## config.mk

```make
export PLATFORM = sky130hd
export DESIGN_NAME = pipe_stage_elastic
export DESIGN_NICKNAME = d
export VERILOG_FILES = /design/src/rtl/pipe_stage_elastic.sv
export SDC_FILE = /design/constraint.sdc
export NUM_CORES = 1
export LEC_CHECK = 0
export CAP_MARGIN = 15
export CORE_MARGIN = 1
export CORE_UTILIZATION = 50
export DETAILED_ROUTE_END_ITERATION = 7
export PLACE_DENSITY_LB_ADDON = 0.2
export SKIP_CTS_REPAIR_TIMING = 1
export SYNTH_ARGS = -nofsm -noshare
export SYNTH_HDL_FRONTEND = slang
export SYNTH_SLANG_ARGS = --single-unit
```

## constraint.sdc

```tcl
create_clock -name reloj -period 2.3 [get_ports reloj]
set_input_delay 0.46 -clock reloj [delete_from_list [all_inputs] [get_ports reloj]]
set_output_delay 0.46 -clock reloj [all_outputs]
set_load 0.005 [all_outputs]
```

## src/rtl/pipe_stage_elastic.sv

```systemverilog
`default_nettype none
// ============================================================================
// Module   : pipe_stage_elastic
// Brief    : Elastic inter-stage pipeline register with valid/ready handshake,
//            optional 2-entry skid buffer, synchronous flush and bubble value.
// Revision : 1.0 - initial release
// ============================================================================
module pipe_stage_elastic #(
    parameter int              WIDTH     = 111,
    parameter logic [WIDTH-1:0] RESET_VAL = {WIDTH{1'b0}},
    parameter bit              SKID      = 1'b1
) (
    input  logic             reloj,
    input  logic             resetn,
    input  logic             in_valid,
    output logic             in_ready,
    input  logic [WIDTH-1:0] in_data,
    input  logic             flush,
    output logic             out_valid,
    input  logic             out_ready,
    output logic [WIDTH-1:0] out_data,
    output logic [1:0]       occupancy
);

    // Encoding doubles as the occupancy count.
    localparam logic [1:0] c_EMPTY = 2'd0;
    localparam logic [1:0] c_ONE   = 2'd1;
    localparam logic [1:0] c_TWO   = 2'd2;

    logic [1:0]       r_state;
    logic [1:0]       w_state_nxt;
    logic [WIDTH-1:0] r_main;
    logic [WIDTH-1:0] w_main_nxt;
    logic [WIDTH-1:0] r_skid;
    logic [WIDTH-1:0] w_skid_nxt;
    logic             w_in_ready;
    logic             w_in_fire;
    logic             w_out_fire;

    assign out_valid  = (r_state != c_EMPTY);
    assign out_data   = r_main;
    assign occupancy  = r_state;
    assign in_ready   = w_in_ready;
    assign w_in_fire  = in_valid & w_in_ready;
    assign w_out_fire = out_valid & out_ready;

    always_comb begin
        w_state_nxt = r_state;
        w_main_nxt  = r_main;
        w_skid_nxt  = r_skid;
        if (flush) begin
            w_state_nxt = c_EMPTY;
            w_main_nxt  = RESET_VAL;
        end else begin
            case (r_state)
                c_EMPTY: begin
                    if (w_in_fire) begin
                        w_state_nxt = c_ONE;
                        w_main_nxt  = in_data;
                    end
                end
                c_ONE: begin
                    if (w_in_fire && w_out_fire) begin
                        w_main_nxt = in_data;
                    end else if (w_in_fire && SKID) begin
                        w_state_nxt = c_TWO;
                        w_skid_nxt  = in_data;
                    end else if (w_out_fire) begin
                        w_state_nxt = c_EMPTY;
                    end
                end
                c_TWO: begin
                    if (w_out_fire) begin
                        w_state_nxt = c_ONE;
                        w_main_nxt  = r_skid;
                    end
                end
                default: begin
                    w_state_nxt = c_EMPTY;
                    w_main_nxt  = RESET_VAL;
                end
            endcase
        end
    end

    always_ff @(posedge reloj or negedge resetn) begin
        if (!resetn) begin
            r_state <= c_EMPTY;
            r_main  <= RESET_VAL;
            r_skid  <= {WIDTH{1'b0}};
        end else begin
            r_state <= w_state_nxt;
            r_main  <= w_main_nxt;
            r_skid  <= w_skid_nxt;
        end
    end

    generate
        if (SKID) begin : g_skid
            // Registered ready breaks the out_ready -> in_ready timing path.
            logic r_in_ready;
            always_ff @(posedge reloj or negedge resetn) begin
                if (!resetn) begin
                    r_in_ready <= 1'b1;
                end else begin
                    r_in_ready <= (w_state_nxt != c_TWO);
                end
            end
            assign w_in_ready = r_in_ready;
        end else begin : g_no_skid
            assign w_in_ready = !out_valid | out_ready;
        end
    endgenerate

endmodule
`default_nettype wire

```

==> metrics.md, run 1 <==
| Metric | Value |
|---|---|
| Wire length per cell | `about 17 um` |
| CP Class | `reg -> out` |
| Cell variety after synth | `20` |
| TritonCTS buffer count | `25` |
| Syn Area/Cell | `about 11 sq um` |
| Reg area | `between 5000 and 6000 sq um` |
| Final Hold Violating Endpoints | `0` |
| Max-Cap Viols | `0` |
| CTS root buf | `clkbuf_16` |
| Req. time, crit path | `~1800 ps` |
| # DRC | `0` |
| Hold WC Path Type | `in -> reg` |
| Vias | `between 7000 and 8000` |
| Min cycle time layout | `about 2200 ps` |
| Cell Count, Final, Fillers Out | `about 1400` |
| Synthesis-to-finish area growth | `34.6%` |
| Vias in the first global route | `between 7000 and 8000` |
| DR iter-0 viols | `approximately 360` |
| Clk buf depth | `3` |
| Core box area | `about 19000 sq um` |
| Final total negative setup slack | `0 ps` |
| Die span in x | `roughly 140 um` |
| Area of the multi-input gates | `3860 sq um` |
| Max FO, Critical Path | `8` |
| Status | `completed` |
| Most frequent cells in the layout | `228 x clkdlybuf4s50_1, 223 x dfrtp_1, 114 x nor2_1` |
| Setup violations, final | `0` |
| Area contributors post-synth | `dfrtp_1 57%, mux2_2 13%, a211oi_1 8.4%` |
| Synth warn | `0` |
| DP HPWL | `approximately 14000 um` |
| Maximum clock frequency | `452 MHz` |
| Seq/Total Area, Yosys | `0.570` |
| Kind of start point of the critical path | `flip-flop` |
| Number of H-tree levels | `1` |
| Mapped Cells | `roughly 870` |
| Die area | `20300 sq um` |
| Slew margin rel. | `0.542` |
| Routability cong. | `0.762` |
| Clk_skew | `11.9 ps` |
| Synthesized flop and latch total | `between 200 and 250` |
| Worst VDD drop | `approximately 0.56 mV` |
| Share of cells above drive strength 1 | `0.166` |
| Nets@finish | `between 1000 and 1500` |
| Routed WL | `22800 um` |
| Final Util | `0.686` |
| Top cell type's share of synthesized area | `0.567` |
| FP Rows | `51` |
| Total global-route track usage | `0.226` |
| Fillers | `approximately 1500` |
| Synthesized Nets | `slightly below 1000` |
| Power Density | `between 800 and 900 nW/um^2` |
| Worst EP arrival | `1750 ps` |
| Clock Pin Slew Worst Setup and Hold Paths | `about 60 ps` |
| Commonest non-fill, non-tap cell in the layout | `clkdlybuf4s50_1` |
| Initial Utilization | `0.510` |
| Number of iterations in the first detailed-routing pass | `4` |
| First-pass GRT wire length | `around 36000 um` |
| Antenna violation net count after detailed routing | `0` |
| Clock latency on the worst-skew pair | `around 500 ps` |
| CTS tree | `yes` |
| Drt via density | `5.30` |
| Leading area contributor after synthesis | `dfrtp_1` |
| Largest net degree at the start of global routing | `113` |
| Number of I/O port buffers | `230` |
| I/O pin cnt | `about 230` |
| Worst slew pin tran | `~690 ps` |
| Final Cycle Share | `0.963` |
| Post-placement cell count | `around 1300` |
| Antenna Cells | `0` |
| Die Ht | `approximately 140 um` |
| Cell Area, Synth | `around 10000 sq um` |
| Static leakage | `roughly 5.7 nW` |
| # clock sinks | `around 230` |
| Max-slew violation count | `0` |
| RSZ-0062 raised after global routing | `no` |
| Worst Setup End Kind | `primary output` |
| Antenna violations before repair | `0` |
| GR Overflow Total | `0` |
==> logic make-up (layout without fill, tap and decap cells) <==
family | Yosys count | count (layout) | share of synthesized area
XOR/XNOR | 1 | 1 | 0.000886
flip-flops | 225 | 225 | 0.570
AND/OR/NAND/NOR | 231 | 231 | 0.117
buffers and inverters | 77 | 304 | 0.0413
AO/OA/AOI/OAI | 228 | 228 | 0.145
multiplexers | 111 | 111 | 0.126
==> through the flow <==
| stage | setup slack [ps] | total power [W] | cell area (sq um) | hold slack (ps) |
|---|---|---|---|---|
| 5_1_grt | 23.9 | 0.0116 | 13300 | 290 |
| 4_1_cts | -5.43 | 0.0111 | 13300 | -48.8 |
| 2_1_floorplan | 637 | 0.00621 | 9890 | 164 |
| 3_5_place_dp | 150 | 0.00721 | 12500 | 477 |
| 3_3_place_gp | 154 | 0.00711 | 12500 | 473 |
| 6_report | 85.8 | 0.0110 | 13300 | 301 |
==> layout make-up <==
class	instances	area share
Clock buffer	40	0.0573
Clock inverter	3	0.00348
Inverter	2	0.000564
Multi-Input combinational cell	571	0.290
Sequential cell	225	0.423
Tap cell	265	0.0249
Timing Repair Buffer	259	0.200
==> report_power, final <==
| group | internal (W) | switching (W) |
|---|---|---|
| Combinational | 0.00121 | 0.000760 |
| Clock | 0.00237 | 0.00152 |
| Sequential | 0.00475 | 0.000418 |
| Total | 0.00833 | 0.00270 |
==> path summary, 6_finish.rpt <==
check                        startpoint           end  slack (ps)  cells past startpoint
max in group asynchronous        resetn    r_skid[35]        1020                      3
max reg2reg                occupancy[1]  out_data[91]         310                      7
min reg2reg                   r_skid[7]     r_skid[7]         500                      1
min                               flush      in_ready         300                      3
min in group asynchronous        resetn  out_data[14]         530                      2
max                        occupancy[1]     out_valid          90                      2
==> cells in the mapped netlist <==
library cell  instances
dfrtp_1             224
nor2_1              114
a21oi_1             113
nor2b_1             112
a211oi_1            111
mux2_2              111
buf_2                35
clkbuf_1             29
buf_6                10
inv_1                 2
nand2_1               2
o21ai_0               2
a21oi_4               1
and3_1                1
buf_1                 1
dfstp_2               1
nor3b_1               1
o21bai_1              1
or2_2                 1
xor2_1                1
==> sequential cells by signal (all words and copies together) (netlist names) <==
signal     cells
out_data     111
in_ready       1
occupancy      2
r_skid       111
==> worst max-delay path, cell delays in order (launching register included) <==
cell             delay, ps
dfrtp_4                510
or2_2                  300
clkdlybuf4s50_1        440
==> metal layers <==
layer,track usage,vias up,routed length [um],share of wire
li1,-,3494,-,-
met1,0.305,3508,10000,0.44
met2,0.378,195,11200,0.49
met3,0.0396,33,1190,0.052
met4,0.0589,0,422,0.019
met5,0,-,0,0
(Power assumes the default switching activity.)
==> run 2, diff against run 1 <==
--- a/config.mk
+++ b/config.mk
@@ -8,6 +8,7 @@
 export CAP_MARGIN = 15
 export CORE_MARGIN = 1
 export CORE_UTILIZATION = 50
+export CTS_CLUSTER_SIZE = 8
 export DETAILED_ROUTE_END_ITERATION = 7
 export PLACE_DENSITY_LB_ADDON = 0.2
 export SKIP_CTS_REPAIR_TIMING = 1
==> metrics.md, run 2 (synthesized netlist as in run 1, its figures left out) <==
| Metric | Value |
|---|---|
| Comb pwr share | `0.170` |
| Commonest non-fill, non-tap cell in the layout | `clkdlybuf4s50_1` |
| Wire length per cell | `around 17 um` |
| Number of iterations in the first detailed-routing pass | `4` |
| Drt via density | `around 5.3` |
| Power Density | `around 860 nW/um^2` |
| CP Class | `reg -> out` |
| Die Ht | `between 100 and 150 um` |
| Antenna Cells | `0` |
| Total global-route track usage | `0.230` |
| Clock power share | `0.385` |
| I/O pin cnt | `approximately 230` |
| Clock latency on the worst-skew pair | `between 400 and 500 ps` |
| Largest net degree at the start of global routing | `113` |
| Maximum clock frequency | `around 460 MHz` |
| Antenna violations before repair | `0` |
| Final total negative setup slack | `0 ps` |
| Min cycle time layout | `between 2000 and 2500 ps` |
| Worst slew pin tran | `roughly 670 ps` |
| Max stage delay on crit path | `roughly 520 ps` |
| Routed WL | `23100 um` |
| RSZ-0062 raised after global routing | `no` |
| Flop pwr share | `0.445` |
| CTS root buf | `clkbuf_16` |
| TritonCTS buffer count | `34` |
| Die span in x | `around 140 um` |
| Clk buf depth | `3` |
| # clock sinks | `around 230` |
| Final Hold Violating Endpoints | `0` |
| Clock Pin Slew Worst Setup and Hold Paths | `around 50 ps` |
| GR Overflow Total | `0` |
| Kind of start point of the critical path | `flip-flop` |
| Crit path buf inv count | `1` |
| Max-slew violation count | `0` |
| Final Cell Area | `between 10000 and 15000 sq um` |
| CP Cell Sequence | `or2_2 -> clkdlybuf4s50_1` |
| Family with the most delay on the worst path | `flip-flops` |
| CTS tree | `yes` |
| Max FO, Critical Path | `9` |
| Worst Setup End Kind | `primary output` |
| Vias | `approximately 7200` |
| Final Cycle Share | `0.952` |
| Nets@finish | `1209` |
| Number of H-tree levels | `2` |
| Clk_skew | `about 10 ps` |
| Slew margin rel. | `0.553` |
| Worst EP arrival | `about 1700 ps` |
| Antenna violation net count after detailed routing | `0` |
| Cell internal pwr | `around 0.0088 W` |
| Vias in the first global route | `slightly above 7000` |
| # DRC | `0` |
| Core box area | `~19000 sq um` |
| Initial Utilization | `0.510` |
| Static leakage | `between 5 and 6 nW` |
| FP Rows | `between 50 and 60` |
| Die area | `20300 sq um` |
| Max-Cap Viols | `0` |
| DP Area | `around 12000 sq um` |
| Worst VDD drop | `slightly below 0.6 mV` |
| DP HPWL | `~14000 um` |
| Share of cells above drive strength 1 | `0.168` |
| Setup violations, final | `0` |
| Routability cong. | `roughly 0.76` |
| Sw Ratio | `0.242` |
| Status | `completed` |
| First-pass GRT wire length | `about 37000 um` |
| Sw Pwr | `approximately 0.0028 W` |
| Most frequent cells in the layout | `228 x clkdlybuf4s50_1, 223 x dfrtp_1, 114 x nor2_1` |
| Slowest-stage cell, CP | `dfrtp_4` |
| Synthesis-to-finish area growth | `36.1%` |
| Req. time, crit path | `~1800 ps` |
| Hold WC Path Type | `in -> reg` |
| DR iter-0 viols | `approximately 320` |
| Number of I/O port buffers | `230` |
==> run 2: cell types whose count changed in the layout (fill, tap and decap cells not counted) <==
cell       previous run  this run
clkbuf_8              8         0
inv_8                 1         0
bufinv_16             1         0
clkbuf_16            25        37
clkbuf_1              7         6
clkinv_4              0         1
clkinv_2              1         0
==> run 2: power by group through the flow <==
stage	logic, W	clock network [W]	registers [W]
CTS	0.00200	0.00456	0.00517
detailed placement	0.00199	0	0.00522
floorplan	0.00109	0	0.00513
global placement	0.00192	0	0.00519
finish	0.00198	0.00447	0.00518
global route	0.00218	0.00475	0.00526
==> run 2: cell type report <==
type	instances	area [sq um]
Tap cell	265	332
Multi-Input combinational cell	571	3860
Sequential cell	225	5640
Fill cell	1477	5940
Clock buffer	43	948
Timing Repair Buffer	259	2660
Clock inverter	1	8.76
Inverter	2	7.51
==> run 2: per-stage QoR <==
stage / setup WS (ps) / hold WS, ps / total power [W] / cells / util
global placement: 154 / 473 / 0.00711 / 1317 / 0.642
global route: 48.6 / 323 / 0.0122 / 1366 / 0.694
CTS: 22.0 / -31.2 / 0.0117 / 1361 / 0.692
floorplan: 637 / 164 / 0.00621 / 873 / -
finish: 111 / 340 / 0.0116 / 1366 / 0.694
detailed placement: 150 / 477 / 0.00721 / 1317 / 0.642
==> run 2: worst paths after layout <==
path	startpoint	end	slack (ps)	cells after the start
hold reg to reg	r_skid[7]	r_skid[7]	500	1
max in group asynchronous	resetn	out_data[72]	1010	3
hold / removal	flush	in_ready	340	3
setup reg to reg	occupancy[1]	out_data[91]	330	7
setup / recovery	occupancy[1]	out_valid	110	2
min in group asynchronous	resetn	out_data[14]	540	2
==> run 2: routing by layer <==
layer  vias to the layer above  GRT usage  part of all wire
li1                       3494          -                 -
met1                      3501      0.310              0.44
met2                       184      0.374              0.49
met3                        34     0.0456             0.049
met4                         0     0.0747             0.018
met5                         -          0                 0
==> run 2: tightest hold or removal path: stages <==
cell,delay [ps]
buf_4,100
nor2_1,70
o21ai_0,130
==> run 3, diff against run 2 <==
--- a/config.mk
+++ b/config.mk
@@ -6,12 +6,13 @@
 export NUM_CORES = 1
 export LEC_CHECK = 0
 export CAP_MARGIN = 15
-export CORE_MARGIN = 1
 export CORE_UTILIZATION = 50
 export CTS_CLUSTER_SIZE = 8
 export DETAILED_ROUTE_END_ITERATION = 7
+export GPL_TIMING_DRIVEN = 1
 export PLACE_DENSITY_LB_ADDON = 0.2
 export SKIP_CTS_REPAIR_TIMING = 1
+export SKIP_LAST_GASP = 1
 export SYNTH_ARGS = -nofsm -noshare
 export SYNTH_HDL_FRONTEND = slang
 export SYNTH_SLANG_ARGS = --single-unit
==> results of run 3 <==
Same layout as run 2: the final DEF is identical, and so are final timing and power.
